--- src/rtl/seq_signed_divider_pkg.sv ---
// Shared types and constants for the sequential signed divider.
package seq_signed_divider_pkg;
  localparam int DEF_WIDTH = 4;

  typedef enum logic [1:0] {
    ST_IDLE = 2'd0,
    ST_CALC = 2'd1,
    ST_FIX  = 2'd2
  } div_state_e;

  // Counter must reach 2*w iterations.
  function automatic int cnt_width(input int w);
    return $clog2(2 * w + 1);
  endfunction

  localparam int DEF_CNT_W = cnt_width(DEF_WIDTH);
endpackage

--- src/rtl/seq_signed_divider_if.sv ---
// Operand/result bundle for the sequential signed divider.
interface seq_signed_divider_if #(
  parameter int WIDTH = seq_signed_divider_pkg::DEF_WIDTH
);
  // Handshake: start is sampled only while idle (busy=0); busy stays high from
  // the accepting edge until results land, and done pulses one cycle with results.
  logic                 start;
  logic [2*WIDTH-1:0]   dividend;
  logic [WIDTH-1:0]     divisor;
  logic                 busy;
  logic                 done;
  logic [WIDTH-1:0]     quotient;
  logic [WIDTH-1:0]     remainder;
  logic                 ovf;
  logic                 dbz;
  logic [1:0]           state;

  modport master (
    output start, dividend, divisor,
    input  busy, done, quotient, remainder, ovf, dbz, state
  );

  modport slave (
    input  start, dividend, divisor,
    output busy, done, quotient, remainder, ovf, dbz, state
  );
endinterface

--- src/rtl/seq_signed_divider_div_step.sv ---
// One restoring shift-subtract iteration on unsigned magnitudes.
module seq_signed_divider_div_step #(
  parameter int WIDTH = 4
) (
  input  logic [WIDTH:0]   prem,
  input  logic             dvd_bit,
  input  logic [WIDTH-1:0] dsr_mag,
  output logic [WIDTH:0]   prem_next,
  output logic             q_bit
);
  logic [WIDTH:0] shifted;

  always_comb begin
    shifted = {prem[WIDTH-1:0], dvd_bit};
    // A set MSB shifted out means the true value already exceeds any divisor;
    // the modular subtract below still yields the right remainder.
    q_bit     = prem[WIDTH] | (shifted >= {1'b0, dsr_mag});
    prem_next = q_bit ? (shifted - {1'b0, dsr_mag}) : shifted;
  end
endmodule

--- src/rtl/seq_signed_divider.sv ---
// Sequential signed divider: 2W-bit dividend / W-bit divisor, fixed 2W+1 latency.
module seq_signed_divider
  import seq_signed_divider_pkg::*;
#(
  parameter int WIDTH = DEF_WIDTH
) (
  input logic                 clk,
  input logic                 rst,
  seq_signed_divider_if.slave bus
);
  localparam int CW = cnt_width(WIDTH);
  localparam logic [1:0] IDLE = ST_IDLE;
  localparam logic [1:0] CALC = ST_CALC;
  localparam logic [1:0] FIX  = ST_FIX;
  localparam logic [CW-1:0] LAST = CW'(2 * WIDTH - 1);
  localparam logic [2*WIDTH-1:0] Q_POS_MAX = {{(WIDTH+1){1'b0}}, {(WIDTH-1){1'b1}}};
  localparam logic [2*WIDTH-1:0] Q_NEG_MAX = {{WIDTH{1'b0}}, 1'b1, {(WIDTH-1){1'b0}}};

  logic [1:0]         state;
  logic [CW-1:0]      cnt;
  logic [2*WIDTH-1:0] dvd_sh;
  logic [WIDTH-1:0]   dsr_mag;
  logic [WIDTH:0]     prem;
  logic [2*WIDTH-1:0] qacc;
  logic               neg_q, neg_r, dsr_zero;
  logic               busy_r, done_r, ovf_r, dbz_r;
  logic [WIDTH-1:0]   quot_r, rem_r;

  logic [2*WIDTH-1:0] dvd_mag_in;
  logic [WIDTH-1:0]   dsr_mag_in;
  logic [WIDTH:0]     prem_next;
  logic               q_bit;
  logic [WIDTH-1:0]   quot_signed, rem_signed;
  logic               q_ovf;

  always_comb begin
    dvd_mag_in  = bus.dividend[2*WIDTH-1] ? -bus.dividend : bus.dividend;
    dsr_mag_in  = bus.divisor[WIDTH-1] ? -bus.divisor : bus.divisor;
    // Low W bits of the negated magnitude equal the negation of its low W bits.
    quot_signed = neg_q ? -qacc[WIDTH-1:0] : qacc[WIDTH-1:0];
    rem_signed  = neg_r ? -prem[WIDTH-1:0] : prem[WIDTH-1:0];
    q_ovf       = neg_q ? (qacc > Q_NEG_MAX) : (qacc > Q_POS_MAX);
  end

  seq_signed_divider_div_step #(.WIDTH(WIDTH)) u_step (
    .prem      (prem),
    .dvd_bit   (dvd_sh[2*WIDTH-1]),
    .dsr_mag   (dsr_mag),
    .prem_next (prem_next),
    .q_bit     (q_bit)
  );

  always_ff @(posedge clk) begin
    if (rst) begin
      state    <= IDLE;
      cnt      <= '0;
      dvd_sh   <= '0;
      dsr_mag  <= '0;
      prem     <= '0;
      qacc     <= '0;
      neg_q    <= 1'b0;
      neg_r    <= 1'b0;
      dsr_zero <= 1'b0;
      busy_r   <= 1'b0;
      done_r   <= 1'b0;
      quot_r   <= '0;
      rem_r    <= '0;
      ovf_r    <= 1'b0;
      dbz_r    <= 1'b0;
    end else begin
      done_r <= 1'b0;
      case (state)
        IDLE: begin
          if (bus.start) begin
            dvd_sh   <= dvd_mag_in;
            dsr_mag  <= dsr_mag_in;
            prem     <= '0;
            qacc     <= '0;
            cnt      <= '0;
            neg_q    <= bus.dividend[2*WIDTH-1] ^ bus.divisor[WIDTH-1];
            neg_r    <= bus.dividend[2*WIDTH-1];
            dsr_zero <= (bus.divisor == '0);
            busy_r   <= 1'b1;
            state    <= CALC;
          end
        end
        CALC: begin
          prem   <= prem_next;
          dvd_sh <= {dvd_sh[2*WIDTH-2:0], 1'b0};
          qacc   <= {qacc[2*WIDTH-2:0], q_bit};
          cnt    <= cnt + CW'(1);
          if (cnt == LAST) state <= FIX;
        end
        FIX: begin
          if (dsr_zero) begin
            quot_r <= '0;
            rem_r  <= '0;
            ovf_r  <= 1'b0;
            dbz_r  <= 1'b1;
          end else begin
            quot_r <= quot_signed;
            rem_r  <= rem_signed;
            ovf_r  <= q_ovf;
            dbz_r  <= 1'b0;
          end
          done_r <= 1'b1;
          busy_r <= 1'b0;
          state  <= IDLE;
        end
        default: state <= IDLE;
      endcase
    end
  end

  assign bus.busy      = busy_r;
  assign bus.done      = done_r;
  assign bus.quotient  = quot_r;
  assign bus.remainder = rem_r;
  assign bus.ovf       = ovf_r;
  assign bus.dbz       = dbz_r;
  assign bus.state     = state;
endmodule

--- src/flat_wrapper.sv ---
// flat-port wrapper written by rule: the top's interface ports become plain ports
module seq_signed_divider_flat import seq_signed_divider_pkg::*;
#(
  parameter int WIDTH = DEF_WIDTH
)
  (clk, rst, bus_start, bus_dividend, bus_divisor, bus_busy, bus_done, bus_quotient, bus_remainder, bus_ovf, bus_dbz, bus_state);
  seq_signed_divider_if #(.WIDTH(WIDTH)) bus_i ();
  input logic clk;
  input logic rst;
  input wire logic [$bits(bus_i.start)-1:0] bus_start;
  input wire logic [$bits(bus_i.dividend)-1:0] bus_dividend;
  input wire logic [$bits(bus_i.divisor)-1:0] bus_divisor;
  output wire logic [$bits(bus_i.busy)-1:0] bus_busy;
  output wire logic [$bits(bus_i.done)-1:0] bus_done;
  output wire logic [$bits(bus_i.quotient)-1:0] bus_quotient;
  output wire logic [$bits(bus_i.remainder)-1:0] bus_remainder;
  output wire logic [$bits(bus_i.ovf)-1:0] bus_ovf;
  output wire logic [$bits(bus_i.dbz)-1:0] bus_dbz;
  output wire logic [$bits(bus_i.state)-1:0] bus_state;
  assign bus_i.start = bus_start;
  assign bus_i.dividend = bus_dividend;
  assign bus_i.divisor = bus_divisor;
  assign bus_busy = bus_i.busy;
  assign bus_done = bus_i.done;
  assign bus_quotient = bus_i.quotient;
  assign bus_remainder = bus_i.remainder;
  assign bus_ovf = bus_i.ovf;
  assign bus_dbz = bus_i.dbz;
  assign bus_state = bus_i.state;
  seq_signed_divider #(.WIDTH(WIDTH)) u_core (.clk(clk), .rst(rst), .bus(bus_i));
endmodule
--- config.mk ---
export PLATFORM = sky130hd
export DESIGN_NAME = seq_signed_divider_flat
export DESIGN_NICKNAME = d
export VERILOG_FILES = /design/src/rtl/seq_signed_divider_pkg.sv /design/src/rtl/seq_signed_divider_if.sv /design/src/rtl/seq_signed_divider_div_step.sv /design/src/rtl/seq_signed_divider.sv /design/src/flat_wrapper.sv
export SDC_FILE = /design/constraint.sdc
export NUM_CORES = 1
export LEC_CHECK = 0
export BUFFER_PORTS_ARGS = -buffer_cell sky130_fd_sc_hd__buf_2
export CORE_UTILIZATION = 51
export DETAILED_ROUTE_END_ITERATION = 10
export GPL_TIMING_DRIVEN = 0
export PLACE_DENSITY = 0.74
export SLEW_MARGIN = 20
export SYNTH_ARGS = -nofsm -noshare
export SYNTH_HDL_FRONTEND = slang
export SYNTH_HIERARCHICAL = 1
export SYNTH_SLANG_ARGS = --single-unit
--- constraint.sdc ---
create_clock -name clk -period 2.11 [get_ports clk]
set_clock_uncertainty 0.15 [all_clocks]
set_input_delay 0.422 -clock clk [delete_from_list [all_inputs] [get_ports clk]]
set_output_delay 0.422 -clock clk [all_outputs]
set_load 0.1 [all_outputs]
* Word level (Yosys, flattened, before mapping) *
Cells that the tools add are included.

word-level totals
  flip-flop bits (word level) = 46
  latch bits = 0
  bits in writable memories = 0
  ROM bits = 0
  logic and storage cells = 63
  memories = 0

cells by class
  add/sub/neg operators = 6
  $mul = 0
  divide/modulo/power cells = 0
  $lt $le $gt $ge = 3
  equality and inequality tests = 5
  shift operators = 0
  multiplexer cells = 24
  bitwise operators = 2
  reductions and logical operators = 8

operators with widths
  kind                 number
  $pmux 8 s2           2
  $mux 4               6
  $mux 8               3
  $neg 4->4            3
  $mux 5               2
  $pmux 5 s2           1
  $gt 8x3->1 const B   1
  $gt 8x4->1 const B   1
  $neg 8->8            1
  $pmux 4 s2           1
  $reduce_and 2->1     4
  $ge 5x4->1           1
  $mux 1               5
  $sub 5x4->5          1
  $add 4x1->4 const B  1
  $eq 4x3->1 const B   1
  $logic_not 4->1      1
  $mux 2               2
  $pmux 2 s2           1
  $reduce_bool 2->1    2
  $eq 2x1->1 const B   1
  $eq 2x2->1 const B   1
  $logic_not 2->1      1
  $ne 2x1->1 const B   1
  4 further kinds      4

* Logic depth before layout (Yosys ltp) *
  depth in word-level cells = 4
  gate-level depth with buffers = 8
  depth with buffers taken out = 8

* Modules after synthesis *
Netlist, hierarchy kept.

modules (own cells, without submodules)
  module                       instances  cells each  area each (sq um)
  seq_signed_divider           1          212         2,030.7
  seq_signed_divider_div_step  1          32          260.2

* Worst setup path after synthesis *
Ideal clock, no wire load.

  path kind = register -> register
  start point = reg u_core.state[0] (netlist: u_core/bus.state[0])
  end point = reg u_core.dvd_sh[6]
  setup time = 0.129 ns
  data arrival time = 1.896 ns
  required time = 1.831 ns
  path slack = -0.065 ns
  stages on the path, launching flop included = 7
  path buffers = 2
  cells stage by stage = dfxtp_1 > buf_6 > o21bai_1 > buf_6 > a22o_1 > a22oi_2 > o41ai_2

on the way
  word-level cells in the longest chain between the ends = 3
  elaborated cells between the ends (all ways) = 6

ends and longest elaborated chain
  what                                                                     line                      source
  start: declaration                                                       seq_signed_divider.sv:19  logic [1:0] state;
  start signal: assignment                                                 seq_signed_divider.sv:55  state <= IDLE;
  start signal: assignment                                                 seq_signed_divider.sv:84  state <= CALC;
  start signal: assignment                                                 seq_signed_divider.sv:92  if (cnt == LAST) state <= FIX;
  $eq 2x1->1 / $logic_not 2->1 (equally long branches)                     seq_signed_divider.sv:72  case (state)
  $reduce_bool 2->1 (no source line) / $ne 2x2->1 (equally long branches)  -
  $reduce_and 2->1 (no source line)                                        -
  end signal: assignment                                                   seq_signed_divider.sv:75  dvd_sh <= dvd_mag_in;
  end signal: assignment                                                   seq_signed_divider.sv:89  dvd_sh <= {dvd_sh[2*WIDTH-2:0], 1'b0};
  end: declaration                                                         seq_signed_divider.sv:21  logic [2*WIDTH-1:0] dvd_sh;

Parallel ways exist; a longest one is shown, timed or not.
A chain may end at the register's enable or synchronous reset.

* Final worst setup path *
  start point = reg u_core.dsr_mag[2]
  end point = reg u_core.prem[2]

on the way
  word-level cells in the longest chain between the ends = 4
  elaborated cells between the ends (all ways) = 5

ends and longest elaborated chain
  what                      line                               source
  start: declaration        seq_signed_divider.sv:22           logic [WIDTH-1:0] dsr_mag;
  start signal: assignment  seq_signed_divider.sv:76           dsr_mag <= dsr_mag_in;
  $ge 5x4->1                seq_signed_divider_div_step.sv:17  q_bit = prem[WIDTH] | (shifted >= {1'b0, dsr_mag});
  $or 1x1->1                seq_signed_divider_div_step.sv:17
  $mux 5 (*)                seq_signed_divider_div_step.sv:18  prem_next = q_bit ? (shifted - {1'b0, dsr_mag}) : shifted;
  net u_core.prem_next[2]   seq_signed_divider.sv:31           logic [WIDTH:0] prem_next;
  $pmux 5 s2 (*)            seq_signed_divider.sv:72
  end signal: assignment    seq_signed_divider.sv:88           prem <= prem_next;
  end: declaration          seq_signed_divider.sv:23           logic [WIDTH:0] prem;

Mark *: on every way through the listed nets, which the timed path passes. The rest lies on a longest branch.

==> reports/summary.md <==
The run finished with clean final reports. The run gives 0.260 mV as the peak supply drop. After detailed routing, the number of remaining DRC violations is 0. Setup violations remaining at the end of the flow were counted as 0. The post-place setup slack was -72.8 ps. The number of sinks handled by clock tree synthesis came out at 46. The multi-input combinational cells in the finished layout cover a total of 1260 um^2. The most common cell after layout, fill and taps aside was dfxtp_1. For the combined flip-flop and latch cell area, the log shows 933 um^2.

The tools report the cell at the root of the clock tree as clkbuf_8. The total CTS buffers was 5; the die boundary width was 69.0 um. Leaving out fill and tap cells, the most frequent cells in the layout are dfxtp_1, buf_2, nor2_1, nand2_1, a22o_1.

The run gives 24 as the cell row count. The average instance in the mapped netlist occupies 9.39 um^2. Path category of the worst min-delay check: primary input to flip-flop.

For this run, the total global-route usage over all layers was measured as 19.7%. The filler cell count in the final layout is 385. The achievable clock frequency was 485 MHz; the async set-reset flop share out of synthesis was 0%. The clock period could shrink to 2060 ps. Dividing total power by cell area gives a power density of 700 nW/um^2.

The startpoint of the worst setup timing path was u_core/dsr_mag[2]. In the final layout, the share of cells above drive strength 1 is 26.0%. The number of antenna violations at the first check in global routing was 0; the number of unique standard cell types used by synthesis was 54. The most used flip-flop cell after synthesis is dfxtp_1. The pin count of the biggest net entering global routing is 17, and the number of hold-slack violations in the final timing report is 0.

The buffer levels on the longest clock path came out at 2. TritonCTS built the clock tree. At the worst endpoint, the required time is 2160 ps.

For this block, the initial DRC count from the detailed router was 58. Summing over every cut layer, the via total after detailed routing is 1872. The cts-stage hold buffer count is 0, and the number of global-route vias before repair is 1697. The destination of the worst hold path is u_core/dvd_sh[6]. The die outline height was 69.0 um; the synthesized net count was 269. During I/O placement, the number of pins put on the boundary was 29. Setup slack on the critical path of the routed design comes to 46.4 ps. After detailed routing, the number of vias per cell comes to 5.62. The number of enable-type register cells in the synthesized netlist was 0.

Once the floorplan was initialized, standard cells occupied 53.0% of the core. The H-tree was split into 2 levels. The post-route fraction of the period consumed by the critical path was 97.8%.

The first-pass iteration count of the detailed router was 5; the count of pins over their slew limit was 0. The category of the worst setup path launch point is a flip-flop. Cells fill 61.3% of the core in the end. Aggregate routed wire length: 4570 um. The cell depth of the worst hold path came out at 2. Of all nets on the critical path, the largest fanout is 5. The startpoint identified for the worst register-to-register timing path is u_core/dsr_mag[2]. The total overflow left after global routing is 0. Cell at the slowest stage of the critical path: or3_4.

The synthesized instance count was 244; the clock insertion delay at the later pin of the skew report was 300 ps. The arrival time at the worst endpoint was 2110 ps. For the number of nets still failing antenna checks after routing, the log shows 0. The first global-routing pass estimated 7580 um of wire.

The routed wirelength normalized by instance count came out at 13.7 um. Measured against its own limit, the worst slew margin works out to 62.7%. For the final antenna diode count, the log shows 0. For the leakage power total, the log shows 1.09 nW. The number of synthesis warnings was 6; the number of cells on the worst reg-to-reg path was 7. The area growth from synthesis to layout is 15.8%.

The worst register-to-register path ends at u_core/prem[2]. After clock tree synthesis, the clock-pin slew on the worst setup and hold paths is 90 ps. The setup slack of the worst register-to-register path was 50 ps; the detailed-placement wirelength estimate was 3380 um.

Summing internal, switching and leakage power gives 1.86 mW. The setup TNS after final layout is 0 ps. Setup repair after global routing could not meet its margin everywhere. The worst hold path begins at bus_dividend[6].

Area enclosed by the die boundary: 4760 um^2. STA classifies the critical path endpoint as a flip-flop. The tools report the max-cap check violation count as 0. For this run, the slowest stage of the critical path takes 370 ps.

Number of buffers inserted by port buffering: 27. The final net count is 305, and the count of state elements after synthesis is 46. The setup path with the least slack is of type flip-flop to flip-flop. The core region is 4320 um^2. The tools report the area of the mapped netlist as 2290 um^2. Routability-driven placement finished with a final weighted congestion of 0.837.

For the pin with the worst max-slew slack, the measured transition is 560 ps. The run gives 40.2% as the sequential share of the synthesized area. Walking the worst path, the cells encountered are inv_2 > ha_4 > a41o_1 > or3_4 > nor2_8 > mux2_4 > a22o_1.
kinds of logic (layout without fill, tap and decap cells):
family | after synthesis | after routing | synth area share (%)
AOI/OAI and AO/OA | 65 | 65 | 22.0
xor gates and xnor gates | 11 | 11 | 4.21
adders and majority gates | 10 | 10 | 5.79
buffers and inverters | 30 | 67 | 6.66
DFF | 46 | 46 | 40.2
muxes | 8 | 8 | 3.82
and+or+nand+nor | 74 | 74 | 17.4
worst max-delay path by stage:
stage / cells after the start / end / slack, ps
after CTS: 7 / u_core/prem[2] / 3
after detailed placement: 6 / u_core/prem[2] / -70
after floorplan: 7 / u_core/prem[2] / 3
after global placement: 6 / u_core/prem[2] / -60
after global routing: 7 / u_core/prem[2] / -3
final: 7 / u_core/prem[2] / 50
synthesized netlist by cell type, types with 6 or more instances:
cell type / instances / area share [%]
dfxtp_1: 46 / 40
nor2_1: 27 / 4.4
inv_1: 16 / 2.6
nand2_1: 16 / 2.6
a22o_1: 15 / 5.7
a21oi_1: 11 / 2.4
ha_1: 9 / 4.9
xnor2_1: 9 / 3.4
a22oi_1: 7 / 2.3
nor3_1: 6 / 1.3
o21ai_0: 6 / 1.3
flip-flops by register name, summed over array words and instances (netlist names), 2 cells and up:
signal and cells:
u_core/bus.state 2, u_core/cnt 4, u_core/bus.quotient 4, u_core/bus.remainder 4
u_core/dvd_sh 8, u_core/qacc 8, u_core/prem 5, u_core/dsr_mag 4
worst max-delay path: cells and delay by family, from the launching register on:
kind / cells / cell delay (ps)
AOI/OAI and AO/OA: 2 / 410
adders and majority gates: 1 / 250
buffers and inverters: 1 / 40
DFF: 1 / 340
muxes: 1 / 290
and+or+nand+nor: 2 / 470
final cells by class:
type                       count  area share, %
inverter                      17           2.41
multi-input combinational    168           47.5
sequential                    46           35.2
tap                           52           2.45
clock inverter                 3          0.896
timing repair buffer          29           5.66
buffer                        13           3.35
clock buffer                   5           2.59
repair_timing:
action / CTS / global route
hold endpoints to repair: 0 / 0
endpoints found under the setup margin: 1 / 3
pin swaps: 1 / 1
gates resized for setup: 1 / 2
buffers inserted: 1 / 1
layer usage:
| layer | routed length [um] | part of all wire [%] | up-vias | global-route usage [%] |
|---|---|---|---|---|
| met5 | 0 | 0 | - | 0 |
| li1 | - | - | 948 | - |
| met2 | 2080 | 45 | 36 | 31.6 |
| met4 | 61 | 1.3 | 0 | 8.16 |
| met1 | 2280 | 50 | 883 | 26.0 |
| met3 | 149 | 3.3 | 5 | 3.65 |
stage by stage:
stage / hold WS (ps) / cell area (um^2) / std cells
final: 203 / 2650 / 333
after global routing: 205 / 2650 / 333
after CTS: 193 / 2640 / 332
after detailed placement: 302 / 2540 / 323
after global placement: 293 / 2540 / 323
after floorplan: 287 / 2340 / 244
power breakdown:
part	total [mW]	switching (mW)	internal, mW
clock network	0.551	0.314	0.237
logic	0.372	0.199	0.174
registers	0.933	0.0310	0.902
total	1.86	0.544	1.31
(Power assumes the default switching activity.)
